$ cat src/rtl/bp_types_pkg.sv
// Shared types, constants and index helper for the branch predictor table.
// Latency: none; declarations only.
// Backpressure: none; declarations only.
package bp_types_pkg;

    // Default counter width. Parameterised instances derive their own limits
    // through the helper functions below.
    localparam int CTR_WIDTH_DEFAULT = 2;

    typedef logic [CTR_WIDTH_DEFAULT-1:0] ctr_t;

    localparam ctr_t CTR_MAX = '1;
    localparam ctr_t CTR_WNT = ctr_t'((1 << (CTR_WIDTH_DEFAULT - 1)) - 1);

    // Weakly-not-taken value for a counter of width w: MSB clear, all lower bits set.
    function automatic int ctr_wnt(input int w);
        return (1 << (w - 1)) - 1;
    endfunction

    // Word index of the PC, folded with the (zero-extended) global history.
    // Callers keep only the low log2(ENTRIES) bits of the result.
    function automatic logic [31:0] bp_index(input logic [31:0] pc, input logic [31:0] ghr);
        return {2'b00, pc[31:2]} ^ ghr;
    endfunction

endpackage

$ cat src/rtl/bp_sat_counter.sv
// One saturating up/down prediction counter; resets to weakly-not-taken.
// Latency: new value visible the cycle after en is sampled.
// Backpressure: none; accepts a step every cycle.
module bp_sat_counter
    import bp_types_pkg::*;
#(
    parameter int CTR_WIDTH = 2
) (
    input  logic                 CLK,
    input  logic                 RST,
    input  logic                 en,
    input  logic                 inc,
    output logic [CTR_WIDTH-1:0] value
);

    localparam logic [CTR_WIDTH-1:0] MAX = '1;
    localparam logic [CTR_WIDTH-1:0] WNT = CTR_WIDTH'(ctr_wnt(CTR_WIDTH));

    logic [CTR_WIDTH-1:0] value_q;
    logic [CTR_WIDTH-1:0] value_d;

    // Step up or down, holding at either end rather than wrapping.
    always_comb begin
        value_d = value_q;
        if (en) begin
            if (inc) begin
                if (value_q != MAX) value_d = value_q + CTR_WIDTH'(1);
            end else begin
                if (value_q != '0) value_d = value_q - CTR_WIDTH'(1);
            end
        end
    end

    // Counter state register.
    always_ff @(posedge CLK or posedge RST) begin
        if (RST) value_q <= WNT;
        else     value_q <= value_d;
    end

    assign value = value_q;

endmodule

$ cat src/rtl/branch_predictor_table.sv
// Table of saturating branch counters with same-cycle lookup and a mispredict statistic.
// Latency: lookup combinational (zero cycles); updates visible the next cycle, no bypass.
// Backpressure: none; one update accepted every cycle. BP_GSHARE_EN adds a global history XOR.
module branch_predictor_table
    import bp_types_pkg::*;
#(
    parameter int ENTRIES    = 16,
    parameter int CTR_WIDTH  = 2,
    parameter int STAT_WIDTH = 16,
    parameter int GHR_WIDTH  = 4
) (
    input  logic                        CLK,
    input  logic                        RST,
    input  logic [31:0]                 lookup_pc,
    output logic                        predict_taken,
    output logic [$clog2(ENTRIES)-1:0]  predict_idx,
    input  logic                        update_en,
    input  logic [$clog2(ENTRIES)-1:0]  update_idx,
    input  logic                        update_taken,
    input  logic                        update_mispredict,
    input  logic                        stat_clear,
    output logic [STAT_WIDTH-1:0]       mispredict_count
);

    localparam int IDX_W = $clog2(ENTRIES);

    // Build-time sanity: index slicing only covers the table for power-of-two sizes.
    if (ENTRIES < 2 || ENTRIES > 256 || (ENTRIES & (ENTRIES - 1)) != 0) begin : g_bad_entries
        $error("branch_predictor_table: ENTRIES must be a power of two in 2..256");
    end
    if (CTR_WIDTH < 1 || CTR_WIDTH > 4) begin : g_bad_ctr
        $error("branch_predictor_table: CTR_WIDTH must be 1..4");
    end

    logic [CTR_WIDTH-1:0] ctr_val [ENTRIES];
    logic [31:0]          ghr_ext;

    // One counter per entry; only the addressed entry steps on an update.
    for (genvar i = 0; i < ENTRIES; i++) begin : g_ctr
        bp_sat_counter #(
            .CTR_WIDTH (CTR_WIDTH)
        ) u_ctr (
            .CLK   (CLK),
            .RST   (RST),
            .en    (update_en && (update_idx == IDX_W'(i))),
            .inc   (update_taken),
            .value (ctr_val[i])
        );
    end

`ifdef BP_GSHARE_EN
    if (GHR_WIDTH < 1 || GHR_WIDTH > IDX_W) begin : g_bad_ghr
        $error("branch_predictor_table: GHR_WIDTH must be 1..log2(ENTRIES)");
    end

    logic [GHR_WIDTH-1:0] ghr_q;
    logic [GHR_WIDTH-1:0] ghr_d;

    // Shift every resolved outcome in at the LSB, mispredicted or not.
    always_comb begin
        ghr_d = ghr_q;
        if (update_en) ghr_d = GHR_WIDTH'({ghr_q, update_taken});
    end

    // Global history register.
    always_ff @(posedge CLK or posedge RST) begin
        if (RST) ghr_q <= '0;
        else     ghr_q <= ghr_d;
    end

    assign ghr_ext = 32'(ghr_q);
`else
    assign ghr_ext = '0;
`endif

    // Index is sent down the pipe so the update lands on the entry that predicted,
    // even when history has moved on. Reset values have MSB clear, so the
    // prediction is not-taken throughout reset without extra gating.
    assign predict_idx   = IDX_W'(bp_index(lookup_pc, ghr_ext));
    assign predict_taken = ctr_val[predict_idx][CTR_WIDTH-1];

    logic [STAT_WIDTH-1:0] stat_q;
    logic [STAT_WIDTH-1:0] stat_d;

    // Mispredict statistic: clear wins over increment; holds at all-ones.
    always_comb begin
        stat_d = stat_q;
        if (stat_clear) begin
            stat_d = '0;
        end else if (update_en && update_mispredict && (stat_q != '1)) begin
            stat_d = stat_q + STAT_WIDTH'(1);
        end
    end

    // Statistic register.
    always_ff @(posedge CLK or posedge RST) begin
        if (RST) stat_q <= '0;
        else     stat_q <= stat_d;
    end

    assign mispredict_count = stat_q;

endmodule

$ cat config.mk
export PLATFORM = sky130hd
export DESIGN_NAME = branch_predictor_table
export DESIGN_NICKNAME = d
export VERILOG_FILES = /design/src/rtl/bp_types_pkg.sv /design/src/rtl/bp_sat_counter.sv /design/src/rtl/branch_predictor_table.sv
export SDC_FILE = /design/constraint.sdc
export NUM_CORES = 1
export LEC_CHECK = 0
export CAP_MARGIN = 20
export CORE_AREA = 4 4 76 92
export DETAILED_ROUTE_END_ITERATION = 16
export DIE_AREA = 0 0 80 96
export PLACE_DENSITY = 0.71
export SETUP_SLACK_MARGIN = 0.3
export SLEW_MARGIN = 30
export SYNTH_ARGS = -nofsm -noshare
export SYNTH_HDL_FRONTEND = slang
export SYNTH_SLANG_ARGS = --single-unit
$ cat constraint.sdc
create_clock -name CLK -period 1.8 [get_ports CLK]
set_input_delay 0.36 -clock CLK [delete_from_list [all_inputs] [get_ports CLK]]
set_output_delay 0.36 -clock CLK [all_outputs]
set_load 0.01 [all_outputs]
==> flow_summary.json, run 1 <==
{
  "cpPeakStageDelay_ns": 0.48,
  "cts_hold_buf": 0,
  "violations": "setup timing",
  "numCtsBuffers": 5,
  "fmax_mhz": 460,
  "nets": 468,
  "rsz0062_at_grt": "yes",
  "antenna_found_initial": 0,
  "fp.coreArea_mm2": 0.00605,
  "fill_cells": 447,
  "avgSynthCellArea_um2": 9.36,
  "via_per_inst": 5.75,
  "synth.area.top_cells": "dfrtp_1 29%, dfstp_2 15%, a21oi_1 6.8%",
  "globalRouteMet3Util_pct": 3.65,
  "status": "finished with violations",
  "finalInstanceArea_mm2": 0.00433,
  "final-hold-violation-count": 0,
  "criticalPathCategory": "register to output pin",
  "syn_inst": 300,
  "synth_top_area_cell": "dfrtp_1",
  "layout_commonest_cell": "buf_4",
  "ys_types": 51,
  "ioPinCount": 63,
  "switchingPower_w": 0.000629,
  "clock_skew_ns": 0.00740,
  "cts_root_buf": "clkbuf_8",
  "fin_setup_tns_ns": -0.373,
  "fp-row-count": 31,
  "die-area_mm2": 0.00768,
  "layout.area.seq_mm2": 0.00123,
  "die-height_um": 96,
  "n_antenna_cell": 0,
  "power_frac_seq_pct": 53.9,
  "synthFlopType": "dfrtp_1",
  "synthesis.area_mm2": 0.00281,
  "synth-edff-count": 0,
  "first_global_vias": 2830,
  "gr-total-overflow": 0,
  "clockBufferDepth": 2,
  "grt_pass1_wl_mm": 13.1,
  "synth_top_area_share_pct": 28.5,
  "path_clk_slew_ns": 0.09,
  "io_buffers": 34,
  "crit_fanout": 2,
  "synth_seq_cells": 48,
  "r2r_end": "mispredict_count[1]$_DFFE_PP0P_",
  "synth_fp_nets": 343,
  "r2r_setup_slack_ns": 0.08,
  "drt-total-wl_mm": 8.59,
  "final_cell_mix": "87 x buf_4, 28 x a21oi_1, 27 x o21ai_0, 23 x dfrtp_1, 18 x nand2_1",
  "max-vdd-ir-drop_v": 0.000300,
  "hp-class": "input pin to asynchronous set/reset pin",
  "worst_ep_arrival_time_ns": 1.81,
  "drc": 0,
  "fp.dieW_um": 80,
  "cts_tree": "done",
  "initial_core_util_pct": 46.4,
  "p_per_area_mw_per_mm2": 539,
  "layout_min_cycle_time_ns": 2.17,
  "p_leak_nw": 1.85,
  "cts.sinks": 48,
  "clkLatencyLatePin_ns": 0.30,
  "worstPathCellList": "mux4_2, mux4_2, buf_2",
  "maxCapViolations": 0,
  "dr_total_vias": 2919,
  "startpoint": "g_ctr[15].u_ctr.value[1]$_DFFE_PP0P_",
  "ant_nets": 0,
  "grt_busiest_layer": "met2",
  "drive_above_1_share_pct": 47.9,
  "multiInputGateArea_mm2": 0.00174,
  "grt_start_max_net_pins": 49,
  "crit_end": "predict_taken",
  "crit_required_ns": 1.44,
  "grt_usage_pct": 21.7,
  "maxSlewViolCount": 0,
  "fin_ws_ns": -0.373,
  "h-tree-depth": 2,
  "grt_use_met1_pct": 25.6,
  "worstSetupStartpointType": "register",
  "power.share.combinational_pct": 16.7,
  "worstRegToRegCells": 8,
  "wl_per_cell_um": 16.9,
  "critical_path.most_common_cell": "mux4_2",
  "worst_pin_slew_ns": 0.520,
  "switching_share_pct": 27.0,
  "slew-limit-headroom_pct": 65.2,
  "crit_slowest_cell": "mux4_2",
  "fin_crit_sh_pct": 121,
  "internal_power_w": 0.00170,
  "clkPwrFrac_pct": 29.4,
  "drt_first_pass_iters": 4,
  "gr-usage-met2_pct": 39.9,
  "gp_congestion": 0.805,
  "area_growth_pct": 54.0,
  "yosysSeqAreaShare_pct": 43.5,
  "place_area_mm2": 0.00360,
  "endpoint_kind": "output pin",
  "r2r_start": "mispredict_count[0]$_DFFE_PP0P_",
  "drt_iter0_drc": 182,
  "setup_viol": 1,
  "hpwlAfterDp_mm": 4.85,
  "yosys_warnings": 0,
  "async_flop_share_pct": 100
}
-- flip-flops by register name (all words and copies together) (netlist names) --
register / flops
mispredict_count: 16
g_ctr.u_ctr.value: 32
-- worst max-delay path, delay by kind of cell (launching register included) --
| kind | cells | cell delay, ns |
|---|---|---|
| muxes | 2 | 0.95 |
| buffers and inverters | 1 | 0.15 |
| DFF | 1 | 0.41 |
-- cell usage after synthesis, types with 5 or more instances --
| master | number |
|---|---|
| a21oi_1 | 38 |
| dfrtp_1 | 32 |
| o21ai_0 | 31 |
| nand2_1 | 19 |
| nor2_1 | 17 |
| dfstp_2 | 16 |
| inv_1 | 11 |
| nand3_1 | 11 |
| or3_1 | 11 |
| nor3_1 | 8 |
| clkbuf_1 | 7 |
| mux2i_1 | 7 |
| o31ai_1 | 7 |
| or4_1 | 6 |
| buf_4 | 5 |
| mux4_2 | 5 |
-- power groups by stage --
stage,Combinational (W),Sequential [W],Clock (W)
finish,0.000390,0.00126,0.000685
global route,0.000431,0.00127,0.000731
CTS,0.000373,0.00126,0.000699
detailed placement,0.000369,0.00128,0
floorplan,0.000220,0.00127,0
global placement,0.000357,0.00127,0
-- routing by layer --
layer  vias up  wire, um
met1      1446      3650
met5         -         0
met2        70      4470
met4         0       202
li1       1384         -
met3        19       272
-- final cells by class --
type	count	area share, %
clock buffers	8	2.08
inverters	11	0.955
multi-input cells	225	40.3
flip-flops and latches	48	28.5
well taps	82	2.37
repair buffers	134	25.8
-- per-stage QoR --
step | cells | hold slack [ns] | power, W | setup slack, ns | utilization (%)
after floorplan | 300 | 0.466 | 0.00149 | 0.108 | -
after global placement | 448 | 0.472 | 0.00163 | -1.00 | 59.5
after detailed placement | 448 | 0.481 | 0.00165 | -1.04 | 59.5
after CTS | 487 | 0.404 | 0.00233 | -0.387 | 65.8
after global routing | 508 | 0.425 | 0.00243 | -0.402 | 71.5
final | 508 | 0.401 | 0.00233 | -0.373 | 71.5
-- cells by family (layout without fill, tap and decap cells) --
group,Yosys count,after routing,synth area share [%]
simple gates,109,110,22.5
compound gates,99,99,21.0
flops,48,48,43.5
buf+inv,28,153,4.59
mux,15,15,7.97
fa+ha+maj,1,1,0.445
-- what timing repair did --
action                     4_1_cts  5_1_grt
setup buffers                   29       21
setup endpoints to repair       65       26
gates cloned                     2        0
resized for setup               65       64
pin swaps                       12       26
-- worst min path at each step --
stage	start	to	cells after the start
final	RST	mispredict_count[8]$_DFFE_PP0P_	3
after global routing	RST	mispredict_count[7]$_DFFE_PP0P_	3
after CTS	RST	g_ctr[1].u_ctr.value[1]$_DFFE_PP0P_	3
after detailed placement	g_ctr[9].u_ctr.value[0]$_DFFE_PP1P_	g_ctr[9].u_ctr.value[0]$_DFFE_PP1P_	1
after global placement	g_ctr[9].u_ctr.value[0]$_DFFE_PP1P_	g_ctr[9].u_ctr.value[0]$_DFFE_PP1P_	1
after floorplan	g_ctr[9].u_ctr.value[0]$_DFFE_PP1P_	g_ctr[9].u_ctr.value[0]$_DFFE_PP1P_	1
Note: power is estimated with default switching activity, not from simulation.
==> run 2: changes to the inputs <==
- CORE_AREA: 4 4 76 92 -> 4 4 115 62
- CTS_CLUSTER_SIZE: unset -> 28
- DIE_AREA: 0 0 80 96 -> 0 0 119 66
==> flow_summary.json, run 2 (same netlist as run 1, synthesis figures left out) <==
{
  "worstPathCellList": "mux4_2, mux4_2, buf_6",
  "crit_required_ns": 1.44,
  "gr-total-overflow": 0,
  "fill_cells": 433,
  "path_clk_slew_ns": 0.06,
  "area_growth_pct": 49.7,
  "h-tree-depth": 2,
  "preCtsSetupSlack_ns": -1.01,
  "initial_core_util_pct": 46.6,
  "drt-total-wl_mm": 8.42,
  "rsz0062_at_grt": "yes",
  "nets": 447,
  "fp-row-count": 20,
  "slew-limit-headroom_pct": 64.7,
  "critical_path.top_delay_family": "multiplexers",
  "clockBufferDepth": 2,
  "via_per_inst": 5.87,
  "final_cell_mix": "73 x buf_4, 29 x a21oi_1, 25 x o21ai_0, 24 x dfrtp_1, 19 x nand2_1",
  "antenna_found_initial": 0,
  "dr_total_vias": 2892,
  "die-height_um": 66,
  "endpoint_kind": "output pin",
  "worstSetupStartpointType": "register",
  "drt_first_pass_iters": 5,
  "drive_above_1_share_pct": 43.5,
  "first_global_vias": 2964,
  "p_leak_nw": 1.77,
  "layout_commonest_cell": "buf_4",
  "ioPinCount": 63,
  "fin_ws_ns": -0.390,
  "clkLatencyLatePin_ns": 0.29,
  "io_buffers": 34,
  "cts.sinks": 48,
  "final-hold-violation-count": 0,
  "max-vdd-ir-drop_v": 0.000366,
  "cts_tree": "done",
  "grt_pass1_wl_mm": 13.9,
  "cpPeakStageDelay_ns": 0.51,
  "drt_iter0_drc": 100,
  "wl_per_cell_um": 17.1,
  "drc": 0,
  "die-area_mm2": 0.00785,
  "criticalPathCategory": "register to output pin",
  "setup_viol": 1,
  "status": "finished with violations",
  "r2r_setup_slack_ns": 0.09,
  "maxSlewViolCount": 0,
  "violations": "setup timing",
  "whs_ns": 0.392,
  "maxCapViolations": 0,
  "worst_pin_slew_ns": 0.528,
  "p_per_area_mw_per_mm2": 624,
  "worst_ep_arrival_time_ns": 1.83,
  "layout_min_cycle_time_ns": 2.19,
  "grt_start_max_net_pins": 20,
  "largest_reg_flops": 32,
  "hp-class": "input pin to asynchronous set/reset pin",
  "grt_usage_pct": 21.8,
  "crit_fanout": 5,
  "fin_crit_sh_pct": 122,
  "n_antenna_cell": 0,
  "fp.dieW_um": 119,
  "ant_nets": 0,
  "cp.buffers_inverters": 1,
  "hpwlAfterDp_mm": 5.08,
  "gp_congestion": 0.818,
  "numCtsBuffers": 5,
  "fmax_mhz": 457,
  "cts_hold_buf": 0,
  "fp.coreArea_mm2": 0.00603,
  "critical_path.most_common_cell": "mux4_2",
  "crit_slowest_cell": "mux4_2",
  "clock_skew_ns": 0.00635,
  "cts_root_buf": "clkbuf_16"
}
[run 2: cell types whose count changed in the layout (fill, tap and decap cells not counted), sizes merged]
cell / previous run / this run
dlygate4sd2: 14 / 15
buf: 105 / 82
clkdlybuf4s50: 5 / 4
clkbuf: 15 / 11
nand4: 7 / 6
clkdlybuf4s15: 2 / 9
[run 2: routing by layer]
metal	track usage, %	up-vias	routed length [um]
met5	0	-	0
met1	25.8	1422	3560
met3	3.59	21	454
met4	7.22	0	191
li1	-	1346	-
met2	40.8	103	4220
[run 2: cell type report]
class | count | area [um^2] | share of cell area (%)
Inverter | 11 | 41.3 | 0.982
Clock buffer | 8 | 156 | 3.72
Timing Repair Buffer | 114 | 957 | 22.8
Sequential cell | 48 | 1230 | 29.3
Multi-Input combinational cell | 224 | 1710 | 40.6
Tap cell | 88 | 110 | 2.62
[run 2: power by group]
group | total, W | internal, W | switching [W]
combinational | 0.000383 | 0.000183 | 0.000200
clock | 0.000983 | 0.000592 | 0.000391
sequential | 0.00126 | 0.00120 | 0.0000603
[run 2: worst paths after layout]
path                                                 startpoint                                   end  cells after the start
max                        g_ctr[14].u_ctr.value[1]$_DFFE_PP0P_                         predict_taken                      3
min                                                         RST  g_ctr[14].u_ctr.value[1]$_DFFE_PP0P_                      2
max reg2reg                    mispredict_count[13]$_DFFE_PP0P_       mispredict_count[6]$_DFFE_PP0P_                      6
min reg2reg                 g_ctr[9].u_ctr.value[0]$_DFFE_PP1P_   g_ctr[9].u_ctr.value[0]$_DFFE_PP1P_                      1
max in group asynchronous                                   RST  g_ctr[11].u_ctr.value[0]$_DFFE_PP1P_                      3
min in group CLK            g_ctr[9].u_ctr.value[0]$_DFFE_PP1P_   g_ctr[9].u_ctr.value[0]$_DFFE_PP1P_                      1
[run 2: what timing repair did]
action | CTS | global route
gates cloned | 1 | 0
buffers inserted | 26 | 8
gates resized for setup | 64 | 49
setup endpoints to repair | 68 | 36
pin swaps | 13 | 23
[run 2: stage by stage]
stage	instance area, um^2	util (%)	TNS (ns)	total power, W	instances
2_1_floorplan	2850	-	0	0.00149	300
3_3_place_gp	3580	59.3	-4.68	0.00163	450
3_5_place_dp	3580	59.3	-7.00	0.00165	450
4_1_cts	4010	66.5	-0.381	0.00263	485
5_1_grt	4210	69.7	-0.427	0.00274	493
6_report	4210	69.7	-0.390	0.00263	493
[run 2: worst register-to-register path, delay by kind of cell, from the launching register on]
| family | cells | cell delay (ns) |
|---|---|---|
| flops | 1 | 0.38 |
| mux | 1 | 0.30 |
| simple gates | 3 | 0.61 |
| buf+inv | 2 | 0.31 |
